==> config.mk <==
export PLATFORM = sky130hd
export DESIGN_NAME = medidor_bias_multi
export DESIGN_NICKNAME = d
export VERILOG_FILES = /design/src/rtl/medidor_pkg.sv /design/src/rtl/medidor_bias_multi_sync.sv /design/src/rtl/medidor_bias_multi.sv
export SDC_FILE = /design/constraint.sdc
export NUM_CORES = 1
export LEC_CHECK = 0
export BUFFER_PORTS_ARGS = -buffer_cell sky130_fd_sc_hd__buf_2
export CAP_MARGIN = 25
export CORE_ASPECT_RATIO = 1.2
export CORE_MARGIN = 3
export CORE_UTILIZATION = 45
export DETAILED_ROUTE_END_ITERATION = 16
export PLACE_DENSITY = 0.6
export SETUP_SLACK_MARGIN = 0.4
export SKIP_CTS_REPAIR_TIMING = 1
export SLEW_MARGIN = 20
export SYNTH_ARGS = -nofsm -noshare
export SYNTH_HDL_FRONTEND = slang
export SYNTH_HIERARCHICAL = 1
export SYNTH_SLANG_ARGS = --single-unit
==> constraint.sdc <==
create_clock -name clock -period 5.3 [get_ports clock]
set_input_delay 0.265 -clock clock [delete_from_list [all_inputs] [get_ports clock]]
set_output_delay 0.265 -clock clock [all_outputs]
set_load 0.01 [all_outputs]
==> src/rtl/medidor_pkg.sv <==
// Shared types and helpers for the multi-channel bias meter.
package medidor_pkg;

    typedef enum logic [1:0] {
        IDLE    = 2'd0,
        MEASURE = 2'd1,
        DRAIN   = 2'd2,
        DONE    = 2'd3
    } state_e;

    localparam int unsigned MAX_RESOL_DEF = 24;
    localparam int unsigned CNT_W         = MAX_RESOL_DEF + 1;

    // Ceiling log2, never less than 1 so single-channel builds keep a 1-bit index.
    function automatic int unsigned clog2_min1(input int unsigned n);
        int unsigned w;
        w = 0;
        for (int unsigned i = 0; i < 32; i++) begin
            if ((32'd1 << i) < n) w = i + 1;
        end
        return (w == 0) ? 1 : w;
    endfunction

endpackage

==> src/rtl/medidor_bias_multi_sync.sv <==
// N-bit multi-stage synchroniser for the raw oscillator samples; STAGES=0 is a pass-through.
module sync_vec #(
    parameter int unsigned N      = 1,
    parameter int unsigned STAGES = 2
) (
    input  logic         clock,
    input  logic         reset_n,
    input  logic [N-1:0] d,
    output logic [N-1:0] q
);

    generate
        if (STAGES == 0) begin : g_bypass
            assign q = d;
        end else begin : g_sync
            logic [N-1:0] stg_q [STAGES];
            logic [N-1:0] stg_d [STAGES];

            always_comb begin
                stg_d[0] = d;
                for (int k = 1; k < STAGES; k++) stg_d[k] = stg_q[k-1];
            end

            always_ff @(posedge clock or negedge reset_n) begin
                if (!reset_n) begin
                    for (int k = 0; k < STAGES; k++) stg_q[k] <= '0;
                end else begin
                    for (int k = 0; k < STAGES; k++) stg_q[k] <= stg_d[k];
                end
            end

            assign q = stg_q[STAGES-1];
        end
    endgenerate

endmodule

==> src/rtl/medidor_bias_multi.sv <==
// Multi-channel GARO bias meter: counts ones per channel over 2^r cycles and
// serialises each result set one channel per valid/ready beat.
module medidor_bias_multi
    import medidor_pkg::*;
#(
    parameter  int unsigned N_CH        = 4,
    parameter  int unsigned OUT_WIDTH   = 32,
    parameter  int unsigned MAX_RESOL   = 24,
    parameter  int unsigned RES_W       = 5,
    parameter  int unsigned SYNC_STAGES = 2,
    localparam int unsigned CH_W        = clog2_min1(N_CH)
) (
    input  logic                 clock,
    input  logic                 reset_n,
    input  logic                 enable,
    input  logic                 continuo,
    input  logic [N_CH-1:0]      muestra,
    input  logic [RES_W-1:0]     resol,
    output logic [OUT_WIDTH-1:0] out_data,
    output logic [CH_W-1:0]      out_ch,
    output logic                 out_valid,
    input  logic                 out_ready,
    output logic                 lock,
    output logic                 overrun
);

    localparam int unsigned CW = MAX_RESOL + 1;

    logic [N_CH-1:0]      ms;
    state_e               state_q, state_d;
    logic [RES_W-1:0]     r_q, r_d, r_in_c;
    logic [MAX_RESOL-1:0] win_q, win_d, win_mask_c;
    logic                 busy_q, busy_d;
    logic [CH_W-1:0]      ptr_q, ptr_d, nxt_c;
    logic [OUT_WIDTH-1:0] out_data_q, out_data_d;
    logic                 lock_q, lock_d;
    logic                 ovr_q, ovr_d;
    logic                 cnt_clr_c, cnt_inc_c;
    logic                 snap_c, load_c, hs_c, last_beat_c;
    logic [N_CH*CW-1:0]   sum_flat, sh_flat;

    sync_vec #(.N(N_CH), .STAGES(SYNC_STAGES)) u_sync (
        .clock   (clock),
        .reset_n (reset_n),
        .d       (muestra),
        .q       (ms)
    );

    assign r_in_c      = (resol > RES_W'(MAX_RESOL)) ? RES_W'(MAX_RESOL) : resol;
    assign win_mask_c  = ~({MAX_RESOL{1'b1}} << r_q);
    assign snap_c      = enable && (state_q == MEASURE) && (win_q == win_mask_c);
    assign load_c      = snap_c && !busy_q;
    assign hs_c        = busy_q && out_ready;
    assign last_beat_c = hs_c && (ptr_q == CH_W'(N_CH - 1));
    assign nxt_c       = CH_W'(ptr_q + 1'b1);

    // Per-channel ones counter and snapshot shadow register.
    for (genvar g = 0; g < N_CH; g++) begin : g_ch
        logic [CW-1:0] cnt_q, cnt_d, sh_q, sh_d, sum_c;

        always_comb begin
            sum_c = cnt_q + CW'(ms[g]);
            cnt_d = cnt_q;
            sh_d  = sh_q;
            if (cnt_clr_c)      cnt_d = '0;
            else if (cnt_inc_c) cnt_d = sum_c;
            if (!enable)        sh_d = '0;
            else if (load_c)    sh_d = sum_c;
        end

        always_ff @(posedge clock or negedge reset_n) begin
            if (!reset_n) begin
                cnt_q <= '0;
                sh_q  <= '0;
            end else begin
                cnt_q <= cnt_d;
                sh_q  <= sh_d;
            end
        end

        assign sum_flat[g*CW +: CW] = sum_c;
        assign sh_flat[g*CW +: CW]  = sh_q;
    end

    // Window sequencing plus the drain engine, which runs alongside MEASURE in continuous mode.
    always_comb begin
        state_d    = state_q;
        r_d        = r_q;
        win_d      = win_q;
        busy_d     = busy_q;
        ptr_d      = ptr_q;
        out_data_d = out_data_q;
        lock_d     = lock_q;
        ovr_d      = ovr_q;
        cnt_clr_c  = 1'b0;
        cnt_inc_c  = 1'b0;

        if (!enable) begin
            state_d    = IDLE;
            win_d      = '0;
            cnt_clr_c  = 1'b1;
            busy_d     = 1'b0;
            ptr_d      = '0;
            out_data_d = '0;
            lock_d     = 1'b0;
            ovr_d      = 1'b0;
        end else begin
            case (state_q)
                IDLE: begin
                    r_d       = r_in_c;
                    win_d     = '0;
                    cnt_clr_c = 1'b1;
                    state_d   = MEASURE;
                end
                MEASURE: begin
                    cnt_inc_c = 1'b1;
                    win_d     = win_q + MAX_RESOL'(1);
                    if (snap_c) begin
                        cnt_clr_c = 1'b1;
                        win_d     = '0;
                        if (continuo) r_d = r_in_c;
                        else          state_d = DRAIN;
                    end
                end
                DRAIN: begin
                    if (last_beat_c || !busy_q) state_d = DONE;
                end
                default: ;
            endcase

            if (hs_c) begin
                if (last_beat_c) begin
                    busy_d = 1'b0;
                    ptr_d  = '0;
                end else begin
                    ptr_d      = nxt_c;
                    out_data_d = OUT_WIDTH'(sh_flat[nxt_c*CW +: CW]);
                end
            end

            if (load_c) begin
                busy_d     = 1'b1;
                ptr_d      = '0;
                out_data_d = OUT_WIDTH'(sum_flat[CW-1:0]);
                lock_d     = 1'b1;
            end else if (snap_c) begin
                ovr_d = 1'b1;
            end
        end
    end

    always_ff @(posedge clock or negedge reset_n) begin
        if (!reset_n) begin
            state_q    <= IDLE;
            r_q        <= '0;
            win_q      <= '0;
            busy_q     <= 1'b0;
            ptr_q      <= '0;
            out_data_q <= '0;
            lock_q     <= 1'b0;
            ovr_q      <= 1'b0;
        end else begin
            state_q    <= state_d;
            r_q        <= r_d;
            win_q      <= win_d;
            busy_q     <= busy_d;
            ptr_q      <= ptr_d;
            out_data_q <= out_data_d;
            lock_q     <= lock_d;
            ovr_q      <= ovr_d;
        end
    end

    assign out_data  = out_data_q;
    assign out_ch    = ptr_q;
    assign out_valid = busy_q;
    assign lock      = lock_q;
    assign overrun   = ovr_q;

endmodule

Yosys cells after proc, flatten, opt, wreduce, memory -nomap -nowiden
Cells that the tools add are included.
{"block": "word_totals", "reg_bits": 276, "inputBits": 14, "output_inout_bits": 37, "elab_cells": 111}
{"block": "classes", "add_sub_neg": 6, "multipliers": 1, "magnitude_cmp": 1, "eq_ne": 17, "shifts": 2, "muxes": 50, "bitwise_logic": 1, "reduce_logical": 15}
{"operator": "two-way mux 25 bit", "count": 16}
{"operator": "two-way mux 32 bit", "count": 4}
{"operator": "adder 25 x 1 -> 25 bit", "count": 4}
{"operator": "variable part select 100 x 8 -> 25 bit", "count": 1}
{"operator": "two-way mux 24 bit", "count": 2}
{"operator": "case mux 24 bit (2 select lines)", "count": 1}
{"operator": "adder 24 x 1 -> 24 bit (second input constant)", "count": 1}
{"operator": "equality test 24 bit", "count": 1}
{"operator": "inverter 24 bit", "count": 1}
{"operator": "left shift 24 x 5 -> 24 bit (first input constant)", "count": 1}
{"operator": "two-way mux 2 bit", "count": 8}
{"operator": "two-way mux 5 bit", "count": 3}
{"operator": "two-way mux 1 bit", "count": 13}
{"operator": "!= test 3 bit (second input constant)", "count": 4}
{"operator": "case mux 5 bit (2 select lines)", "count": 1}
{"operator": "!= test 3 x 1 -> 1 bit (second input constant)", "count": 3}
{"operator": "AND reduction 4 bit", "count": 2}
{"operator": "multiplier 2 x 5 -> 7 bit (second input constant)", "count": 1}
{"operator": "!= test 2 bit (second input constant)", "count": 3}
{"operator": "case mux 2 bit (3 select lines)", "count": 1}
{"operator": "AND reduction 2 bit", "count": 3}
{"operator": "greater-than comparator 5 bit (second input constant)", "count": 1}
{"operator": "logical AND 1 bit", "count": 5}
{"operator": "equality test 2 bit (second input constant)", "count": 2}
{"operator": "other kinds (9)", "count": 11}

Depth between registers and ports, before layout
Gate-level depths: netlist of run 1.
{"block": "depth", "word_depth": 8, "ltp_mapped": 12}

By module
Netlist of run 1, hierarchy kept.
{"module": "medidor_bias_multi", "instances": 1, "cells_each": 1510, "area_per_inst_um2": 14412.6, "seq_area_each_um2": 6531.3}
{"module": "sync_vec", "instances": 1, "cells_each": 8, "area_per_inst_um2": 200.2, "seq_area_each_um2": 200.2}

Least setup slack after synthesis of run 1
Ideal clock, no wire load.
{"block": "synth_timing", "path_kind": "register to register", "start": "register r_q[3]", "end": "register r_q[3]", "arrival_time_ns": 2.395, "setup_slack_ns": 2.780, "path_stages_with_launch": 12, "n_path_buf": 4, "synth_period_minus_slack_ns": 2.520, "cell_sequence": "dfrtp_1 -> buf_2 -> buf_2 -> nor4_1 -> mux2i_1 -> nor2_1 -> a311oi_2 -> and4_1 -> buf_2 -> a22o_1 -> buf_2 -> mux2_2"}
{"block": "synth_between", "elab_chain_len": 6}
{"element": "start, declared", "line_no": "medidor_bias_multi.sv:31", "rtl": "logic [RES_W-1:0] r_q, r_d, r_in_c;"}
{"element": "start signal, assigned", "line_no": "medidor_bias_multi.sv:164", "rtl": "r_q <= r_d;"}
{"element": "left shift 24 x 5 -> 24 bit", "line_no": "medidor_bias_multi.sv:50", "rtl": "assign win_mask_c = ~({MAX_RESOL{1'b1}} << r_q);"}
{"element": "inverter 24 bit", "line_no": "medidor_bias_multi.sv:50"}
{"element": "equality test 24 bit", "line_no": "medidor_bias_multi.sv:51", "rtl": "assign snap_c = enable && (state_q == MEASURE) && (win_q == win_mask_c);"}
{"element": "logical AND 1 bit", "line_no": "medidor_bias_multi.sv:51"}
{"element": "!= test 2 bit (no source line)"}
{"element": "AND reduction 4 bit (no source line)"}
Every way passes these cells.
A chain may end at the register's enable or synchronous reset.

Worst setup path in the final report of run 1
{"block": "layout_timing", "start": "register r_q[4]", "end": "register win_q[9]"}
{"block": "layout_between", "elab_chain_len": 7}
{"element": "left shift 24 x 5 -> 24 bit", "line_no": "medidor_bias_multi.sv:50"}
{"element": "inverter 24 bit", "line_no": "medidor_bias_multi.sv:50"}
{"element": "equality test 24 bit", "line_no": "medidor_bias_multi.sv:51"}
{"element": "logical AND 1 bit", "line_no": "medidor_bias_multi.sv:51"}
{"element": "two-way mux 24 bit", "line_no": "medidor_bias_multi.sv:118", "rtl": "if (snap_c) begin"}
{"element": "case mux 24 bit (2 select lines)", "line_no": "medidor_bias_multi.sv:108", "rtl": "case (state_q)"}
{"element": "two-way mux 24 bit", "line_no": "medidor_bias_multi.sv:98", "rtl": "if (!enable) begin"}
{"element": "end signal, assigned", "line_no": "medidor_bias_multi.sv:165", "rtl": "win_q <= win_d;"}
{"element": "end, declared", "line_no": "medidor_bias_multi.sv:32", "rtl": "logic [MAX_RESOL-1:0] win_q, win_d, win_mask_c;"}
Every way passes these cells.

==> summary by stage, run 1 <==
Setup path
The arrival time of data at the critical path endpoint is between 4 and 5 ns. The worst setup path is of the reg -> reg kind. The data required time at the worst endpoint is between 5 and 6 ns. The maximum cell stage delay along the critical path is ~0.96 ns. STA classifies the critical path endpoint as a register. The slowest cell on the critical path is dfrtp_1. The worst setup path is launched from a register. The biggest fanout along the worst timing path is 113. The signal on the critical path passes through nor3_1 > mux2_2 > a221oi_1 > a311oi_2 > nand4_1 > buf_12 > nand2_1 > o311ai_0.

STA
Setup violations remaining at the end of the flow were counted as 0. For the pin with the worst max-slew slack, the measured transition is about 1.0 ns. Headroom to the max-slew limit came out at between 30% and 40%. The final clock period utilization by the worst path is 68.18%.

Based on the critical path, the design can be clocked at up to between 200 and 300 MHz. The final setup TNS is 0 ns. The final max-slew violation count was 0. Setup repair after global routing left no endpoint under its margin. The time the worst path needs with I/O delays and setup is about 3.6 ns. The number of hold violations in the final report is 0. The worst-case hold slack is roughly 0.038 ns. The final setup skew is 0.007961 ns.

Setup slack on the critical path of the routed design comes to approximately 1.7 ns.

Placement
The congestion estimate from routability-driven global placement came to around 0.87. The HPWL after detailed placement is around 24000 microns. The post-placement cell count is around 1900. In this run the tool buffered the top-level ports with 43 buffer cells. Timing analysis after detailed placement gives a worst setup slack of 1.673 ns.

Global routing
Entering global routing, the biggest net connects ~120 pins. Global routing finished with a remaining overflow of 0. The number of antenna violations at the first check in global routing came to 0. The via count of the first global-routing pass is between 10000 and 15000. The total routing usage reported by global routing is between 20% and 30%.

The first global-routing pass estimated slightly above 60000 microns of wire.

Layout
The fraction of layout instances using a drive strength above 1 is roughly a tenth. For this run, the post-layout net count is about 1500. Counting the fill cells in the layout gives around 2900.

The number of antenna diodes is 0. The filler-free cell count of the finished design is 1929. Compared with the post-synthesis result, the final layout area differs by 10.59%. The final core utilization is between 50% and 60%.

Clocking
Buffers inserted during clock tree synthesis total 30. The clock tree from TritonCTS is built. After clock tree synthesis, the clock-pin slew on the worst setup and hold paths is around 0.060 ns. The buffer levels on the longest clock path is 3. The insertion delay of the later-clocked pin in the worst-skew pair is between 0.5 and 0.6 ns. CTS saw 269 sinks. CTS built an H-tree with a depth of 1. CTS placed an instance of clkbuf_16 at the clock tree root.

Synth
Counting flops with an async set or reset pin after synthesis yields a share of 100.0%. Counting instances in the post-synthesis netlist gives the leading cell types as 269 x dfrtp_1, 231 x nand2_1, 132 x nand3_1. The number of enable-type register cells in the synthesized netlist is 0.

The fraction of post-synthesis cell area in the top cell type by area is approximately 46%. By area the synthesized netlist is led by dfrtp_1 46%, mux2i_1 7.3%, nand2_1 5.9%. The synthesized design contains around 270 register bits. In the synthesized netlist the dominant register cell turns out to be dfrtp_1. Among all cell types in the netlist, the one instantiated most often is dfrtp_1. Counting every instance in the synthesized netlist gives approximately 1500. The netlist uses 71 different library cells.

The number of warning messages in the yosys log is 6. The sequential share of the synthesized area is between 40% and 50%. In this run the cell area of the synthesized design comes to between 0.01 and 0.015 sq mm. The mean instance size in the synthesized netlist is 9.626 sq um. Summed over all instances, the cell type with the most area after synthesis is dfrtp_1.

Detailed routing
The count of vias placed by the detailed router is 11320. In the routed layout, each cell is associated on average with a via count of roughly 5.9. The routed length per placed instance is ~19 microns. After detailed routing, the total wire length is 37200 microns. For this run, the detailed router's first-pass iteration total came to 5. The DRC violations left is 0. The number of DRC violations after detailed-routing iteration 0 is between 700 and 800. The remaining antenna violation count after routing is 0.

Floorplanning
The floorplan die area is roughly 0.035 sq mm. The die is between 150 and 200 microns wide. The number of rows in the core area is 71. In this run the standard cell core region covers approximately 0.032 sq mm.

The initial utilization of the core area, before any placement, comes to a little under half. During I/O placement, the number of pins put on the boundary was around 50. The y dimension of the die is 203.4 microns.

Worst hold path
The min-delay analysis places its worst path in the category in -> reg.

Power and ir drop
Summed over all cells, the static leakage comes to ~6.9 nW. IR analysis of the VDD net gives a maximum drop of 0.3094 mV. Dividing total power by cell area gives a power density of 329.4 mW/mm^2.

Outcome
The run finished with clean final reports.

Run
The tool flagged a number of max-cap violations equal to 0.
==> layout make-up <==
| type | count | area (sq um) | share of cell area, % |
|---|---|---|---|
| clock buffer | 44 | 884.6 | 5.474 |
| clock inverter | 10 | 153.9 | 0.9523 |
| inverter | 34 | 127.6 | 0.7897 |
| multi-input combinational | 1100 | 7249 | 44.86 |
| sequential | 269 | 6733 | 41.66 |
| tap | 401 | 501.7 | 3.105 |
| timing repair buffer | 71 | 510.5 | 3.159 |
==> stage by stage <==
stage | cell area [sq um] | power, mW
final | 16160 | 5.323
after detailed placement | 15020 | 3.161
after global routing | 16160 | 5.574
after CTS | 16060 | 5.370
after floorplan | 14640 | 2.897
after global placement | 15020 | 3.150
==> critical path, delay by kind of cell (launching register included) <==
kind,cells,cell delay (ns)
AND/OR/NAND/NOR,3,0.80
flip-flops,1,0.96
buffers and inverters,1,0.44
multiplexers,1,0.31
AO/OA/AOI/OAI,3,0.91
==> cells in the final DEF (no fill, tap or decap), types with 6 or more instances in the layout <==
master / instances
dfrtp_1: 268
nand2_1: 230
nand3_1: 132
mux2i_1: 106
o21ai_0: 80
nor2_1: 70
xor2_1: 45
xnor2_1: 43
buf_2: 42
a31oi_1: 36
inv_1: 34
nand4_1: 32
o22ai_1: 31
clkbuf_16: 31
o211ai_1: 28
and3_1: 27
mux4_2: 25
o2bb2ai_1: 24
nor3_1: 19
nor2b_1: 16
buf_4: 14
ha_1: 13
and2_1: 12
dlygate4sd3_1: 10
a21oi_1: 9
nor4_1: 8
and4_1: 8
or2_2: 7
o311ai_0: 7
a22o_1: 7
conb_1: 7
clkbuf_1: 7
a21o_1: 6
a32o_1: 6
nand2b_1: 6
clkbuf_8: 6
==> worst paths after layout <==
| check | startpoint | slack [ns] | endpoint | depth (start not counted) |
|---|---|---|---|---|
| worst max-delay path | r_q[4] | 1.69 | win_q[9] | 8 |
| worst min-delay path | continuo | 0.04 | state_q[0] | 3 |
| worst max register to register | r_q[4] | 1.69 | win_q[9] | 8 |
| worst min register to register | u_sync/g_sync.stg_d[3] | 0.35 | u_sync/q[3] | 0 |
| max in group asynchronous | reset_n | 3.64 | out_ch[0] | 3 |
| min in group asynchronous | reset_n | 0.32 | u_sync/g_sync.stg_d[1] | 2 |
==> registers in the layout, indices dropped and copies added, names as in the netlist <==
signal and cells:
u_sync/g_sync.stg_d 4, win_q 24, out_valid 1, g_ch.sh_q 100, out_ch 2, overrun 1, u_sync/q 4, state_q 2
out_data 25, g_ch.cnt_q 100, r_q 5, lock 1
==> power by group <==
| group | internal (mW) | leakage, nW | switching, mW |
|---|---|---|---|
| Sequential | 2.10 | 3.72 | 0.144 |
| Combinational | 0.289 | 2.64 | 0.595 |
| Clock | 1.34 | 0.514 | 0.856 |
==> layer usage <==
| metal | vias up | part of all wire (%) | global-route usage [%] |
|---|---|---|---|
| li1 | 5397 | - | - |
| met1 | 5604 | 46 | 30.52 |
| met2 | 279 | 47 | 35.90 |
| met3 | 42 | 5.1 | 3.393 |
| met4 | 0 | 1.9 | 5.043 |
| met5 | - | 0 | 0 |
==> cells by family after synthesis <==
family	Yosys count	synth area share (%)
XOR/XNOR	88	5.274
multiplexers	136	11.50
adder cells (fa/ha/maj)	13	1.113
buffers and inverters	155	4.649
AND/OR/NAND/NOR	596	19.51
other	1	0.02566
flip-flops	269	46.07
AO/OA/AOI/OAI	260	11.87
Note: power is estimated with default switching activity, not from simulation.
==> run 2: changes to the inputs <==
Settings changed: PLACE_DENSITY 0.6 to 0.62.
Clock period 5.3 ns to 2.97 ns, I/O delays scaled along.
==> summary by stage, run 2 (synthesis results as in run 1) <==
Global routing
The wire length of the first global-routing pass came to 61710 microns (+0.21%). The global-route congestion overflow total is 0 (unchanged). The via count of the first global-routing pass is 11540 (+2.5%). The total routing usage reported by global routing came to 21.77% (-0.053 points). The number of antenna violations at the first check in global routing is 0 (unchanged).

The pin count of the biggest net entering global routing is 99 (-15%).

Setup path
The data required time at the worst endpoint came to 3.46 ns (-2.27 ns). The maximum cell stage delay along the critical path is 0.50 ns (-0.46 ns). The depth of the worst register-to-register path was 11 (+3). The arrival time of data at the critical path endpoint was 3.29 ns (-0.75 ns). The category of the most critical setup path is reg -> reg. The reg-to-reg critical path startpoint is win_q[2].

The reg-to-reg critical path endpoint is g_ch[2].sh_q[14]. The setup slack of the worst register-to-register path came to 0.17 ns (-1.52 ns). The biggest fanout along the worst timing path is 7 (-94%). The critical path's top delay family is simple AND/OR/NAND/NOR gates. The type of destination of the critical path is a register.

Walking the worst path, the cells encountered are or4_4 > o22ai_2 > nor2_2 > a311oi_2 > nand4_1 > buf_12 > nor3_4 > buf_12 > buf_4 > buf_4 > mux2i_1. STA classifies the critical path startpoint as a register. The slowest cell on the critical path is or4_4. The buffering stage count on the worst path with inverters included came to 4 (+3).

Layout
Leaving out fill and tap cells, the most frequent cells in the layout are 262 x dfrtp_1, 230 x nand2_1, 127 x nand3_1, 106 x mux2i_1, 66 x nor2_1. The number of antenna diodes is 0 (unchanged). The final-stage net count is 1629 (+6.3%). The area growth from synthesis to layout is 24.33%.

The fraction of layout instances using a drive strength above 1 came to 20.74% (+10 points). Leaving out fill and tap cells, the most frequent cell in the layout is dfrtp_1.

Floorplanning
The number of I/O pins is 51 (unchanged). The number of rows in the core area is 71 (unchanged). The y dimension of the die came to 203.4 microns (unchanged). The chip width was 170.5 microns (unchanged). The area of the core came to 0.03171 sq mm (unchanged). The starting utilization of the core area is 46.08% (unchanged). The floorplan die area is 0.03468 sq mm (unchanged).

STA
The timing-limited maximum frequency came to 357.1 MHz (+29%). The actual transition at the worst max-transition pin is 0.8965 ns (-0.1270 ns). The worst-case hold slack was 0.09094 ns (+0.05331 ns). Setup repair after global routing could not meet its margin everywhere. The relative max-transition margin is 40.23% (+8.5 points).

The final max-slew violation count was 0 (unchanged). The time the worst path needs with I/O delays and setup is 2.800 ns (-0.8132 ns). The final number of setup-violating endpoints is 0 (unchanged). The number of hold violations in the final report is 0 (unchanged). The final critical-path setup slack came to 0.1696 ns (-1.517 ns). The final clock period utilization by the worst path is 94.29% (+26 points). The final setup skew is 0.02861 ns (+0.02065 ns).

The final setup TNS was 0 ns (unchanged).

Worst hold path
The worst hold path depth is 4 (+1). The worst hold path begins at out_ready. The min-delay analysis places its worst path in the category in -> reg. For hold timing, the worst endpoint is out_valid.

Detailed routing
The routed length per placed instance is 21.67 microns (+12%). The total iterations of the first detailed-routing run is 5 (unchanged). The remaining antenna violation count after routing is 0 (unchanged).

The count of vias placed by the detailed router is 12260 (+8.3%). The DRC violations left was 0 (unchanged). The mean number of vias per cell came to 6.053 (+3.1%). The total detailed-routing wirelength is 43910 microns (+18%). The number of DRC violations after detailed-routing iteration 0 is 969 (+35%).

Run
The number of max-capacitance violations reported is 0 (unchanged).

Clocking
The insertion delay of the later-clocked pin in the worst-skew pair is 0.57 ns (about the same). The number of buffers created by CTS came to 29 (-3.3%). The number of H-tree levels is 1 (unchanged). The clock transition at the registers of the reported paths is 0.07 ns (about the same). The number of sinks on the clock net is 269 (unchanged). The buffer levels on the longest clock path was 3 (unchanged). TritonCTS built the clock tree. The cell at the root of the clock tree is clkbuf_16.

Power and ir drop
The worst-case vdd ir drop is 0.5322 mV (+72%). The cell leakage power is 7.717 nW (+12%). The power density normalized to cell area is 558.0 mW/mm^2 (+69%).

Placement
The placement-stage worst setup slack came to 0.08002 ns (-1.593 ns). The count of port buffers added during placement is 43 (unchanged). The sum of net half-perimeters after detailed placement is 24300 microns (+3.3%). The global placement routability congestion was 0.8533 (-2.0%).

Outcome
The flow ran to the end, and the final reports show no timing, DRC or antenna violations.
==> run 2: through the flow <==
stage | util (%) | area, sq um | total power [mW] | instances
final | 57.28 | 18170 | 10.14 | 2026
after CTS | 51.76 | 16410 | 9.559 | 1955
after detailed placement | 48.73 | 15450 | 5.909 | 1901
after floorplan | - | 14640 | 5.169 | 1524
after global routing | 57.28 | 18170 | 10.57 | 2026
after global placement | 48.73 | 15450 | 5.890 | 1901
==> run 2: tightest hold or removal path: stages <==
cell and delay, ns:
buf_2 0.09, nand2_1 0.15, nand3_1 0.16, nand2_1 0.06
==> run 2: cell type report <==
cell class / count / area (sq um)
clock inverters: 13 / 108.9
flip-flops and latches: 269 / 6740
well taps: 401 / 501.7
clock buffers: 41 / 850.8
fillers: 2657 / 13550
multi-input cells: 1100 / 7910
repair buffers: 168 / 1928
inverters: 34 / 127.6
==> run 2: routing by layer <==
metal | up-vias | track usage, % | wire length [microns]
li1 | 5631 | - | -
met1 | 6120 | 30.24 | 18830
met2 | 408 | 35.98 | 21340
met3 | 105 | 2.268 | 2391
met4 | 0 | 6.870 | 1350
met5 | - | 0 | 0
==> run 2: worst max-delay path by stage <==
stage,startpoint,end,depth (start not counted)
after floorplan,r_q[3],r_q[3],11
after global placement,r_q[3],g_ch[3].sh_q[20],10
after detailed placement,r_q[3],g_ch[3].sh_q[17],10
after CTS,r_q[3],g_ch[3].sh_q[17],10
after global routing,r_q[1],g_ch[2].sh_q[14],12
final,win_q[2],g_ch[2].sh_q[14],11
==> run 2: report_power, final <==
part / total, mW / leakage (nW) / internal (mW) / switching [mW]
Clock: 3.64 / 0.470 / 2.09 / 1.56
Combinational: 2.62 / 3.53 / 1.05 / 1.57
Sequential: 3.87 / 3.72 / 3.75 / 0.122
